<file path="src/rtl/csa_final_adder.sv">
// Purpose: 3:2 merge of (c, o, s) and split carry-pipelined CPA giving (c + o + s) mod 2^K.
// Latency: 3 cycles from accepted input to out_valid; 1 result/cycle while out_ready = 1.
// Backpressure: all stages hold while out_valid && !out_ready; optional CSA_FINAL_SKID_EN adds a 2-entry skid and registered in_ready.
module csa_final_adder #(
    parameter int K    = 64,
    parameter int LO_W = K / 2
) (
    input  logic         clk,
    input  logic         rst,
    input  logic         in_valid,
    output logic         in_ready,
    input  logic [K-1:0] in_c,
    input  logic [K-1:0] in_o,
    input  logic [K-1:0] in_s,
    output logic         out_valid,
    input  logic         out_ready,
    output logic [K-1:0] out_sum
);

    localparam int HI_W = K - LO_W;

    logic            en;

    logic            p1_v;
    logic [K-1:0]    p1_s;
    logic [K-1:0]    p1_m;

    logic            p2_v;
    logic            p2_cy;
    logic [LO_W-1:0] p2_lo;
    logic [HI_W-1:0] p2_hs;
    logic [HI_W-1:0] p2_hm;

    logic            p3_v;
    logic [K-1:0]    p3_sum;

    // Majority carry-out of the top bit falls off the modulo-2^K result.
    logic [K-2:0]    maj;
    logic [LO_W:0]   lo_add;
    logic [HI_W-1:0] hi_add;

    assign maj    = (in_c[K-2:0] & in_o[K-2:0]) |
                    (in_c[K-2:0] & in_s[K-2:0]) |
                    (in_o[K-2:0] & in_s[K-2:0]);
    assign lo_add = {1'b0, p1_s[LO_W-1:0]} + {1'b0, p1_m[LO_W-1:0]};
    assign hi_add = p2_hs + p2_hm + HI_W'(p2_cy);

    always_ff @(posedge clk) begin
        if (rst) begin
            p1_v <= 1'b0;
            p1_s <= '0;
            p1_m <= '0;
        end else if (en) begin
            p1_v <= in_valid;
            if (in_valid) begin
                p1_s <= in_c ^ in_o ^ in_s;
                p1_m <= {maj, 1'b0};
            end
        end
    end

    always_ff @(posedge clk) begin
        if (rst) begin
            p2_v  <= 1'b0;
            p2_cy <= 1'b0;
            p2_lo <= '0;
            p2_hs <= '0;
            p2_hm <= '0;
        end else if (en) begin
            p2_v  <= p1_v;
            p2_cy <= lo_add[LO_W];
            p2_lo <= lo_add[LO_W-1:0];
            p2_hs <= p1_s[K-1:LO_W];
            p2_hm <= p1_m[K-1:LO_W];
        end
    end

`ifdef CSA_FINAL_SKID_EN
    logic [1:0]   sk_cnt;
    logic [1:0]   cnt_nxt;
    logic [K-1:0] sk0;
    logic [K-1:0] sk1;
    logic         rdy_q;
    logic         p3v_nxt;
    logic         pop_p3;
    logic         pop_sk;
    logic         push;

    // Skid entries are always older than P3, so the output drains the skid first.
    assign en        = rdy_q;
    assign in_ready  = rdy_q;
    assign out_valid = (sk_cnt != 2'd0) | p3_v;
    assign out_sum   = (sk_cnt != 2'd0) ? sk0 : p3_sum;
    assign pop_p3    = out_ready & p3_v & (sk_cnt == 2'd0);
    assign pop_sk    = out_ready & (sk_cnt != 2'd0);
    assign push      = en & p3_v & ~pop_p3;

    always_comb begin
        cnt_nxt = sk_cnt;
        if (push && !pop_sk) begin
            cnt_nxt = sk_cnt + 2'd1;
        end else if (!push && pop_sk) begin
            cnt_nxt = sk_cnt - 2'd1;
        end
        p3v_nxt = en ? p2_v : (p3_v & ~pop_p3);
    end

    always_ff @(posedge clk) begin
        if (rst) begin
            sk_cnt <= 2'd0;
            sk0    <= '0;
            sk1    <= '0;
            rdy_q  <= 1'b1;
        end else begin
            sk_cnt <= cnt_nxt;
            rdy_q  <= ({1'b0, cnt_nxt} + {2'b00, p3v_nxt}) <= 3'd1;
            if (pop_sk) begin
                sk0 <= (push && sk_cnt == 2'd1) ? p3_sum : sk1;
                if (push) begin
                    sk1 <= p3_sum;
                end
            end else if (push) begin
                if (sk_cnt == 2'd0) begin
                    sk0 <= p3_sum;
                end else begin
                    sk1 <= p3_sum;
                end
            end
        end
    end
`else
    assign en        = out_ready | ~p3_v;
    assign in_ready  = en;
    assign out_valid = p3_v;
    assign out_sum   = p3_sum;
`endif

    always_ff @(posedge clk) begin
        if (rst) begin
            p3_v   <= 1'b0;
            p3_sum <= '0;
        end else if (en) begin
            p3_v   <= p2_v;
            p3_sum <= {hi_add, p2_lo};
        end
`ifdef CSA_FINAL_SKID_EN
        else if (pop_p3) begin
            p3_v <= 1'b0;
        end
`endif
    end

endmodule
</file>
<file path="config.mk">
export PLATFORM = sky130hd
export DESIGN_NAME = csa_final_adder
export DESIGN_NICKNAME = d
export VERILOG_FILES = /design/src/rtl/csa_final_adder.sv
export SDC_FILE = /design/constraint.sdc
export NUM_CORES = 1
export LEC_CHECK = 0
export BUFFER_PORTS_ARGS = -buffer_cell sky130_fd_sc_hd__buf_2
export CAP_MARGIN = 5
export CELL_PAD_IN_SITES_DETAIL_PLACEMENT = 0
export CELL_PAD_IN_SITES_GLOBAL_PLACEMENT = 1
export CORE_MARGIN = 4
export CORE_UTILIZATION = 41
export DETAILED_ROUTE_END_ITERATION = 8
export PLACE_DENSITY = 0.89
export SETUP_SLACK_MARGIN = 0.4
export SYNTH_ARGS = -nofsm -noshare
export SYNTH_HDL_FRONTEND = slang
export SYNTH_SLANG_ARGS = --single-unit
</file>
<file path="constraint.sdc">
create_clock -name clk -period 3.9 [get_ports clk]
set_input_delay 0.975 -clock clk [delete_from_list [all_inputs] [get_ports clk]]
set_output_delay 0.975 -clock clk [all_outputs]
set_load 0.01 [all_outputs]
</file>
**Word-level counts from Yosys, hierarchy flattened**

Index checks and enable logic that the tools add are counted.
W data, S select, Z words.

- Register bits after elaboration: 291
- Bits of input ports: 196
- Output and inout bits: 66
- Word-level logic and storage cells: 23

- Add/sub/neg operators: 3
- Bitwise gates (word level): 9
- Reduce and logical (&&, ||, !) cells: 1

Operators by type and width:

| kind | number |
|---|---|
| $and A63 B63 Y63 | 3 |
| $xor A64 B64 Y64 | 2 |
| $or A63 B63 Y63 | 2 |
| $add A32 B32 Y33 | 1 |
| $add A32 B1 Y32 | 1 |
| $add A32 B32 Y32 | 1 |
| $reduce_and A2 Y1 | 1 |
| $not A1 Y1 | 1 |
| $or A1 B1 Y1 | 1 |

**Longest topological paths before layout**

Gate-level depths: netlist of the first run.

- Word-level depth: 3
- Gate-level depth with buffers: 11
- Mapped depth without buffers: 11

**Least setup slack after synthesis of the first run**

Ideal clock, no wire load.

- Kind: reg-to-reg
- Start point: register p2_cy
- End point: register p3_sum[56], in the netlist out_sum[56]
- Setup time: 70 ps
- Arrival: 2727 ps
- Data required time: 3830 ps
- Path slack: 1102 ps
- Stages on the path, launching flop included: 12
- Buffers on the path: 0
- Period minus slack after synthesis: 2798 ps
- Cell sequence: dfxtp_1 fa_1 fa_1 a21oi_1 a2bb2oi_1 a221oi_2 a21boi_1 o21ai_0 a221oi_1 xnor2_1 nand2_1 a21oi_1

- Word-level cells in the longest chain between the ends: 1

Ends and longest elaborated chain:

| what | line | source |
|---|---|---|
| start, declared | 29 | `logic p2_cy;` |
| start signal, assigned | 71 | `p2_cy <= lo_add[LO_W];` |
| $add A32 B1 Y32 | 46 | `assign hi_add = p2_hs + p2_hm + HI_W'(p2_cy);` |
| end signal, assigned | 144 | `p3_sum <= {hi_add, p2_lo};` |
| end, declared | 35 | `logic [K-1:0] p3_sum;` |

Every way passes these cells.
A chain may end at the register's enable or synchronous reset.

**Worst setup path in the final report of the first run**

Ends and elaborated chain as after synthesis.

==> flow_summary.toml, run 1 <==
[status]
status = "finished, final reports clean"

[cts]
numCtsBuffers = 34
tritoncts = "built"
worst_skew_pair.late_latency_ns = 0.49
cts_root_buffer = "clkbuf_16"
cts_resized = 0
cts_setup_buffers = 0
cts.sinks = 291
clkTransAtPathRegs_ns = 0.06
cts_max_path_buffers = 3
htree_num_levels = 2
cts_hold_buf = 0

[worst_hold_path]
hold_class = "flop to flop"

[synth]
postSynthAreaPerCell_um2 = 8.15
synthDistinctLibCells = 61
synth-main-ff-cell = "dfxtp_1"
syn_nets = 2075
async_flop_share = 0
ys_warn_count = 0
synth-seq-cells = 291
synth_edf_count = 0
yosysSeqAreaShare = 0.408
synthCells = 1752
syn_area_mm2 = 0.0143

[routing]
drt_iter0_drc = 817
drc = 0
ant_nets = 0
wl_mm = 36.0
viasPerCell = 5.18
dr.pass1.iters = 5
vias = 12562
wl_per_cell_um = 14.9

[job]
maxCapViolCount = 0

[final_layout]
drive_above_1_share = 0.171
area_growth_pct = 19.2
n_fill_cell = 3377
final_common_cell = "nand2_1"
final_cell_mix = "574 x nand2_1, 330 x a21oi_1, 291 x dfxtp_1"
nets = 2270
antennaDiodeCount = 0

[sta]
clock.fmax_ghz = 0.312
final_max_slew_viol_count = 0
finalCritPeriodShare = 0.823
tightest_slew_ns = 0.881
setup_slack_ns = 0.690
fin_skew_ns = 0.00821
period_minus_slack_ns = 3.21
max_slew_margin = 0.412
rsz0062_at_grt = "false"
setup_tns_ns = 0
setup_viol = 0
hold_viol_final = 0

[setup_path]
critPathTopFamily = "compound AO/OA/AOI/OAI gates"
path_class = "flop to flop"
slowest_stage = "fa_1"
end_kind = "flop"
worst-path-buf-inv = 0
crit_fanout = 4
worstPathCellList = "fa_1, fa_1, a21oi_1, a2bb2oi_1, a221oi_2, a21boi_2, o21ai_0, a221oi_1, xnor2_1, nand2_1, a21oi_1"
slowest_delay_ns = 0.46
worstPathRequired_ns = 4.32
worstPathArrival_ns = 3.63
startpoint_type = "flop"

[placed_design]
gp_congestion = 0.886
place_hpwl_mm = 25.3
dp_worst_setup_slack_ns = 0.645
port_buffers = 261

[power]
p_clk_frac = 0.426
seqPwrFrac = 0.437
p_int_mw = 5.63
leakagePower_nw = 7.43
power_density_mw_per_mm2 = 444
pwr-share-comb = 0.137
power.net_switching_mw = 1.92
swShare = 0.254
vdd_ir_drop_max_mv = 0.245
p_total_mw = 7.55

[die]
std_cell_rows = 68
die_area_mm2 = 0.0379
core-area_mm2 = 0.0345
initial_core_util = 0.414
die_h_um = 195
io_pins = 262
die_x_um = 195

[global_route]
grt_start_max_net_pins = 111
overflow = 0
grt_usage = 0.185
first_global_vias = 12377
grt_pass1_wl_mm = 60.2
grt_antenna_before_repair = 0
-- through the flow --
| stage | area, um^2 | utilization | cells | hold slack (ns) |
|---|---|---|---|---|
| 3_3_place_gp | 15900 | 0.460 | 2366 | 0.437 |
| 4_1_cts | 17000 | 0.494 | 2424 | 0.450 |
| 2_1_floorplan | 14300 | - | 1752 | 0.432 |
| 6_report | 17000 | 0.494 | 2424 | 0.446 |
| 3_5_place_dp | 15900 | 0.460 | 2366 | 0.443 |
| 5_1_grt | 17000 | 0.494 | 2424 | 0.465 |
-- power groups by stage --
stage / sequential (mW) / clock (mW) / combinational (mW)
detailed placement: 3.36 / 0 / 1.04
finish: 3.30 / 3.22 / 1.03
CTS: 3.30 / 3.31 / 1.05
global route: 3.32 / 3.43 / 1.19
floorplan: 3.35 / 0 / 0.655
global placement: 3.36 / 0 / 1.02
-- cells in the mapped netlist, drive strengths merged (7+ instances only) --
master / number / share of area
xnor2: 34 / 0.021
clkbuf: 102 / 0.027
dfxtp: 291 / 0.41
a31oi: 10 / 0.0044
nor2: 41 / 0.011
o21bai: 7 / 0.0037
nor3: 12 / 0.0046
nand2: 575 / 0.15
nand3: 19 / 0.0067
fa: 66 / 0.093
and3: 8 / 0.0035
a211oi: 11 / 0.0061
inv: 11 / 0.0029
a21o: 34 / 0.018
buf: 9 / 0.0032
a21oi: 330 / 0.12
xor2: 20 / 0.012
o21ai: 29 / 0.010
ha: 61 / 0.053
nand4: 14 / 0.0061
-- worst paths after layout --
| path | start | slack, ns | cells after the start | to |
|---|---|---|---|---|
| setup / recovery | p2_cy$_SDFFE_PP0N_ | 0.69 | 11 | out_sum[56]$_SDFFE_PP0N_ |
| hold / removal | out_sum[3]$_SDFFE_PP0N_ | 0.45 | 2 | out_sum[3]$_SDFFE_PP0N_ |
| setup reg to reg | p2_cy$_SDFFE_PP0N_ | 0.69 | 11 | out_sum[56]$_SDFFE_PP0N_ |
| hold reg to reg | out_sum[3]$_SDFFE_PP0N_ | 0.45 | 2 | out_sum[3]$_SDFFE_PP0N_ |
-- metal layers --
metal	GRT usage	vias up	part of all wire
met3	0.0315	50	0.057
met5	0	-	0
li1	-	6265	-
met1	0.257	5932	0.46
met4	0.0479	0	0.022
met2	0.302	315	0.46
-- cell type report --
cell class / count / area (um^2) / share of cell area
Clock buffer: 50 / 1030 / 0.0606
Clock inverter: 8 / 119 / 0.00698
Timing Repair Buffer: 270 / 1420 / 0.0835
Multi-Input combinational cell: 1338 / 8000 / 0.470
Sequential cell: 291 / 5830 / 0.342
Tap cell: 455 / 569 / 0.0334
Inverter: 12 / 50.0 / 0.00294
-- worst reg2reg max path, delay by kind of cell, from the launching register on --
kind            cells  cell delay, ns
compound gates      7            1.70
fa+ha+maj           2            0.88
flops               1            0.32
xor+xnor            1            0.17
simple gates        1            0.07
-- logic make-up (layout without fill, tap and decap cells) --
group	Yosys count	after routing	synth area share
flops	291	291	0.408
mux	2	2	0.00140
buf+inv	123	340	0.0332
xor+xnor	54	54	0.0331
simple gates	690	690	0.193
fa+ha+maj	127	127	0.146
compound gates	465	465	0.186
-- state kept, by name, summed over array words and instances, names as in the netlist --
| signal | flops |
|---|---|
| out_sum | 64 |
| p1_m | 63 |
| p2_v | 1 |
| p1_v | 1 |
| p2_hm | 32 |
| out_valid | 1 |
| p1_s | 64 |
| p2_hs | 32 |
| p2_lo | 32 |
| p2_cy | 1 |
Note: power is estimated with default switching activity, not from simulation.
==> inputs of run 2 (changes only) <==
==> constraint.sdc (replaced) <==
create_clock -name clk -period 3.36 [get_ports clk]
set_input_delay 0.84 -clock clk [delete_from_list [all_inputs] [get_ports clk]]
set_output_delay 0.84 -clock clk [all_outputs]
set_load 0.01 [all_outputs]
==> run 2 against run 1 <==
Against the previous run:
- die area unchanged
- utilization decreased by 0.15 points
- combinational power rose by 17%
- setup slack got worse by 0.16 ns
- critical endpoint is now p2_lo[29]$_SDFFE_PP0N_
- highest routed layer unchanged
==> flow_summary.toml, run 2 (synthesized netlist as in run 1, its figures left out) <==
[die]
io_pins = 262
die_area_mm2 = 0.0379
initial_core_util = 0.414
die_x_um = 195
core-area_mm2 = 0.0345
std_cell_rows = 68
die_h_um = 195

[cts]
tritoncts = "built"
htree_num_levels = 1
cts_max_path_buffers = 3
cts_root_buffer = "clkbuf_16"
worst_skew_pair.late_latency_ns = 0.56
numCtsBuffers = 31
cts_hold_buf = 0
cts.sinks = 291
clkTransAtPathRegs_ns = 0.06

[final_layout]
final_common_cell = "nand2_1"
final_area_mm2 = 0.0170
area_growth_pct = 18.8
nets = 2272
final_cell_mix = "574 x nand2_1, 329 x a21oi_1, 291 x dfxtp_1"
drive_above_1_share = 0.172
antennaDiodeCount = 0

[setup_path]
crit_fanout = 3
worstPathRequired_ns = 3.81
path_class = "flop to flop"
end_kind = "flop"
worstPathArrival_ns = 3.28
startpoint_type = "flop"

[sta]
whs_ns = 0.449
fin_skew_ns = 0.0148
tightest_slew_ns = 0.734
setup_tns_ns = 0
clock.fmax_ghz = 0.353
max_slew_margin = 0.511
finalCritPeriodShare = 0.842
setup_slack_ns = 0.529
final_max_slew_viol_count = 0
setup_viol = 0
hold_viol_final = 0
rsz0062_at_grt = "true"
period_minus_slack_ns = 2.83

[power]
pwr-share-comb = 0.144
leakagePower_nw = 7.39
p_clk_frac = 0.400
p_int_mw = 6.20
vdd_ir_drop_max_mv = 0.367
power.net_switching_mw = 2.18
seqPwrFrac = 0.457
power_density_mw_per_mm2 = 494
swShare = 0.261

[placed_design]
placed_cell_area_mm2 = 0.0159
port_buffers = 261
place_hpwl_mm = 25.1
dp_worst_setup_slack_ns = 0.174
gp_congestion = 0.859

[routing]
wl_mm = 35.7
wl_per_cell_um = 14.7
viasPerCell = 5.13
vias = 12443
drt_iter0_drc = 777
dr.pass1.iters = 5
ant_nets = 0
drc = 0

[global_route]
first_global_vias = 12307
grt_pass1_wl_mm = 60.2
overflow = 0
grt_start_max_net_pins = 160
grt_antenna_before_repair = 0
grt_usage = 0.184

[status]
status = "finished, final reports clean"

[job]
maxCapViolCount = 0

[worst_hold_path]
hold_class = "flop to flop"
[run 2: cell types whose count changed in the layout (fill, tap and decap cells not counted), moves of 2 or more]
cell,change
clkinv_2,-2
clkbuf_1,+7
clkbuf_8,-3
buf_4,+4
clkbuf_16,-4
[run 2: critical path, cell delays in order, from the launching register on]
cell and delay, ns:
dfxtp_1 0.31, ha_1 0.23, fa_1 0.44, a211oi_2 0.27, o21bai_2 0.15, a211oi_2 0.27
nor3_2 0.12, a31oi_1 0.22, o21bai_1 0.15, o41ai_2 0.26, xnor2_1 0.10, a22o_1 0.19
[run 2: layout make-up]
cell class | count | area, um^2
fillers | 3371 | 17500
multi-input cells | 1338 | 8050
flip-flops and latches | 291 | 5830
repair buffers | 275 | 1470
clock buffers | 50 | 917
well taps | 455 | 569
clock inverters | 6 | 86.3
inverters | 12 | 50.0
[run 2: repair_timing]
item | in CTS | in global routing
pin swaps | 4 | 4
endpoints found under the setup margin | 2 | 12
buffers inserted | 2 | 1
resized for setup | 3 | 8
[run 2: power groups by stage]
stage / Combinational [mW] / Clock (mW) / Sequential [mW]
after floorplan: 0.760 / 0 / 3.89
after global placement: 1.19 / 0 / 3.89
after detailed placement: 1.20 / 0 / 3.90
after CTS: 1.21 / 3.45 / 3.83
after global routing: 1.38 / 3.60 / 3.85
final: 1.20 / 3.35 / 3.83
[run 2: worst paths after layout]
kind,startpoint,to,cells after the start,slack (ns)
max,p1_s[1]$_SDFFE_PP0P_,p2_lo[29]$_SDFFE_PP0N_,11,0.53
min,out_sum[55]$_SDFFE_PP0N_,out_sum[55]$_SDFFE_PP0N_,2,0.45
max reg2reg,p1_s[1]$_SDFFE_PP0P_,p2_lo[29]$_SDFFE_PP0N_,11,0.53
min reg2reg,out_sum[55]$_SDFFE_PP0N_,out_sum[55]$_SDFFE_PP0N_,2,0.45
[run 2: metal layers]
layer,GRT usage,up-vias,share of wire
met2,0.298,295,0.46
met4,0.0424,0,0.020
met3,0.0305,54,0.057
met5,0,-,0
li1,-,6282,-
met1,0.260,5812,0.46
[run 2: stage by stage]
step / utilization / power, mW / cells
6_report: 0.492 / 8.38 / 2427
5_1_grt: 0.492 / 8.83 / 2427
4_1_cts: 0.491 / 8.49 / 2426
3_5_place_dp: 0.461 / 5.10 / 2368
3_3_place_gp: 0.461 / 5.08 / 2368
2_1_floorplan: - / 4.65 / 1752
==> inputs of run 3 (changes only) <==
==> constraint.sdc (replaced) <==
create_clock -name clk -period 2.8 [get_ports clk]
set_input_delay 0.7 -clock clk [delete_from_list [all_inputs] [get_ports clk]]
set_output_delay 0.7 -clock clk [all_outputs]
set_load 0.01 [all_outputs]
==> run 3 against run 2 <==
Against the previous run:
- clock skew fell by 0.0024 ns
- via count rose by 3.0%
- die area did not move
- sequential power rose by 20%
- final cell count rose by 1.9%
- register-to-register slack got worse by 0.32 ns
- largest cell class unchanged
- highest routed layer unchanged
==> flow_summary.toml, run 3 (synthesized netlist as in run 1, its figures left out) <==
[status]
status = "finished, final reports clean"

[power]
power_density_mw_per_mm2 = 574
leakagePower_nw = 7.74
vdd_ir_drop_max_mv = 0.423
p_total_mw = 10.4

[setup_path]
end_kind = "flop"
worstPathRequired_ns = 3.27
path_class = "flop to flop"
crit_fanout = 2
startpoint_type = "flop"
reg2regPathDepth = 11
worstPathArrival_ns = 3.06

[global_route]
grt_usage = 0.192
grt_antenna_before_repair = 0
first_global_vias = 12938
grt_start_max_net_pins = 160
grt_pass1_wl_mm = 63.1
overflow = 0

[sta]
clock.fmax_ghz = 0.386
period_minus_slack_ns = 2.59
final_max_slew_viol_count = 0
hold_viol_final = 0
tightest_slew_ns = 0.792
fin_skew_ns = 0.0124
finalCritPeriodShare = 0.924
setup_viol = 0
rsz0062_at_grt = "true"
setup_slack_ns = 0.213
setup_tns_ns = 0
whs_ns = 0.447
max_slew_margin = 0.472

[final_layout]
layoutNonFillerInstCount = 2473
final_area_mm2 = 0.0181
fin_util = 0.524
drive_above_1_share = 0.243
final_cell_mix = "567 x nand2_1, 309 x a21oi_1, 276 x dfxtp_1"
area_growth_pct = 26.5
final_common_cell = "nand2_1"
nets = 2321
antennaDiodeCount = 0
n_fill_cell = 3253

[cts]
cts_root_buffer = "clkbuf_16"
cts_max_path_buffers = 3
cts_hold_buf = 0
clkTransAtPathRegs_ns = 0.06
numCtsBuffers = 31
tritoncts = "built"
htree_num_levels = 1
worst_skew_pair.late_latency_ns = 0.55
cts.sinks = 291

[routing]
dr.pass1.iters = 5
drt_iter0_drc = 742
drc = 0
viasPerCell = 5.18
vias = 12811
wl_per_cell_um = 15.4
ant_nets = 0
wl_mm = 38.0

[placed_design]
placed_cell_area_mm2 = 0.0160
dp_worst_setup_slack_ns = -0.0564
place_hpwl_mm = 26.1
port_buffers = 261
dp.cells = 2375
gp_congestion = 0.843

[die]
std_cell_rows = 68
io_pins = 262
initial_core_util = 0.414
die_x_um = 195
die_area_mm2 = 0.0379
die_h_um = 195
core-area_mm2 = 0.0345

[worst_hold_path]
min_path_cells = 2
hold_class = "flop to flop"

[job]
maxCapViolCount = 0
run 3: changes by cell type in the layout (fill, tap and decap cells not counted), moves of 14 or more:
cell	delta
a21oi_1	-20
a21oi_2	+18
buf_4	+33
buf_6	+14
dfxtp_1	-15
dfxtp_2	+14
ha_1	-21
ha_4	+18
run 3: what timing repair did:
item | CTS | global route
buffers inserted | 34 | 11
gates resized for setup | 85 | 53
hold endpoints to repair | 0 | 0
endpoints found under the setup margin | 31 | 36
pin swaps | 65 | 38
run 3: final cells by class:
| cell class | count | area, um^2 | area share |
|---|---|---|---|
| Tap cell | 455 | 569 | 0.0315 |
| Sequential cell | 291 | 5850 | 0.324 |
| Inverter | 12 | 50.0 | 0.00277 |
| Clock inverter | 12 | 191 | 0.0106 |
| Multi-Input combinational cell | 1338 | 8640 | 0.479 |
| Timing Repair Buffer | 324 | 1920 | 0.106 |
| Clock buffer | 41 | 843 | 0.0467 |
run 3: final timing paths:
kind,slack [ns],from,endpoint
setup reg to reg,0.21,p2_hm[0]$_SDFFE_PP0N_,out_sum[56]$_SDFFE_PP0N_
hold / removal,0.45,out_sum[14]$_SDFFE_PP0N_,out_sum[14]$_SDFFE_PP0N_
setup / recovery,0.21,p2_hm[0]$_SDFFE_PP0N_,out_sum[56]$_SDFFE_PP0N_
hold reg to reg,0.45,out_sum[14]$_SDFFE_PP0N_,out_sum[14]$_SDFFE_PP0N_
run 3: routing by layer:
layer / track usage / vias up / wire (um)
met4: 0.0398 / 0 / 678
met5: 0 / - / 0
met3: 0.0371 / 54 / 2200
met1: 0.254 / 6090 / 16900
li1: - / 6374 / -
met2: 0.329 / 293 / 18200
run 3: critical path, stage by stage (launching register included):
cell       delay (ns)
dfxtp_2          0.33
fa_2             0.40
fa_2             0.38
a21oi_4          0.17
a2bb2oi_2        0.17
a221oi_2         0.10
a21boi_2         0.23
o21ai_2          0.10
a221oi_2         0.27
xnor2_1          0.16
nand2_1          0.08
a21oi_2          0.13
run 3: power breakdown:
part | total (mW) | internal (mW) | switching (mW)
Sequential | 4.61 | 4.43 | 0.177
Combinational | 1.58 | 0.676 | 0.899
Clock | 4.17 | 2.56 | 1.62
Total | 10.4 | 7.67 | 2.69
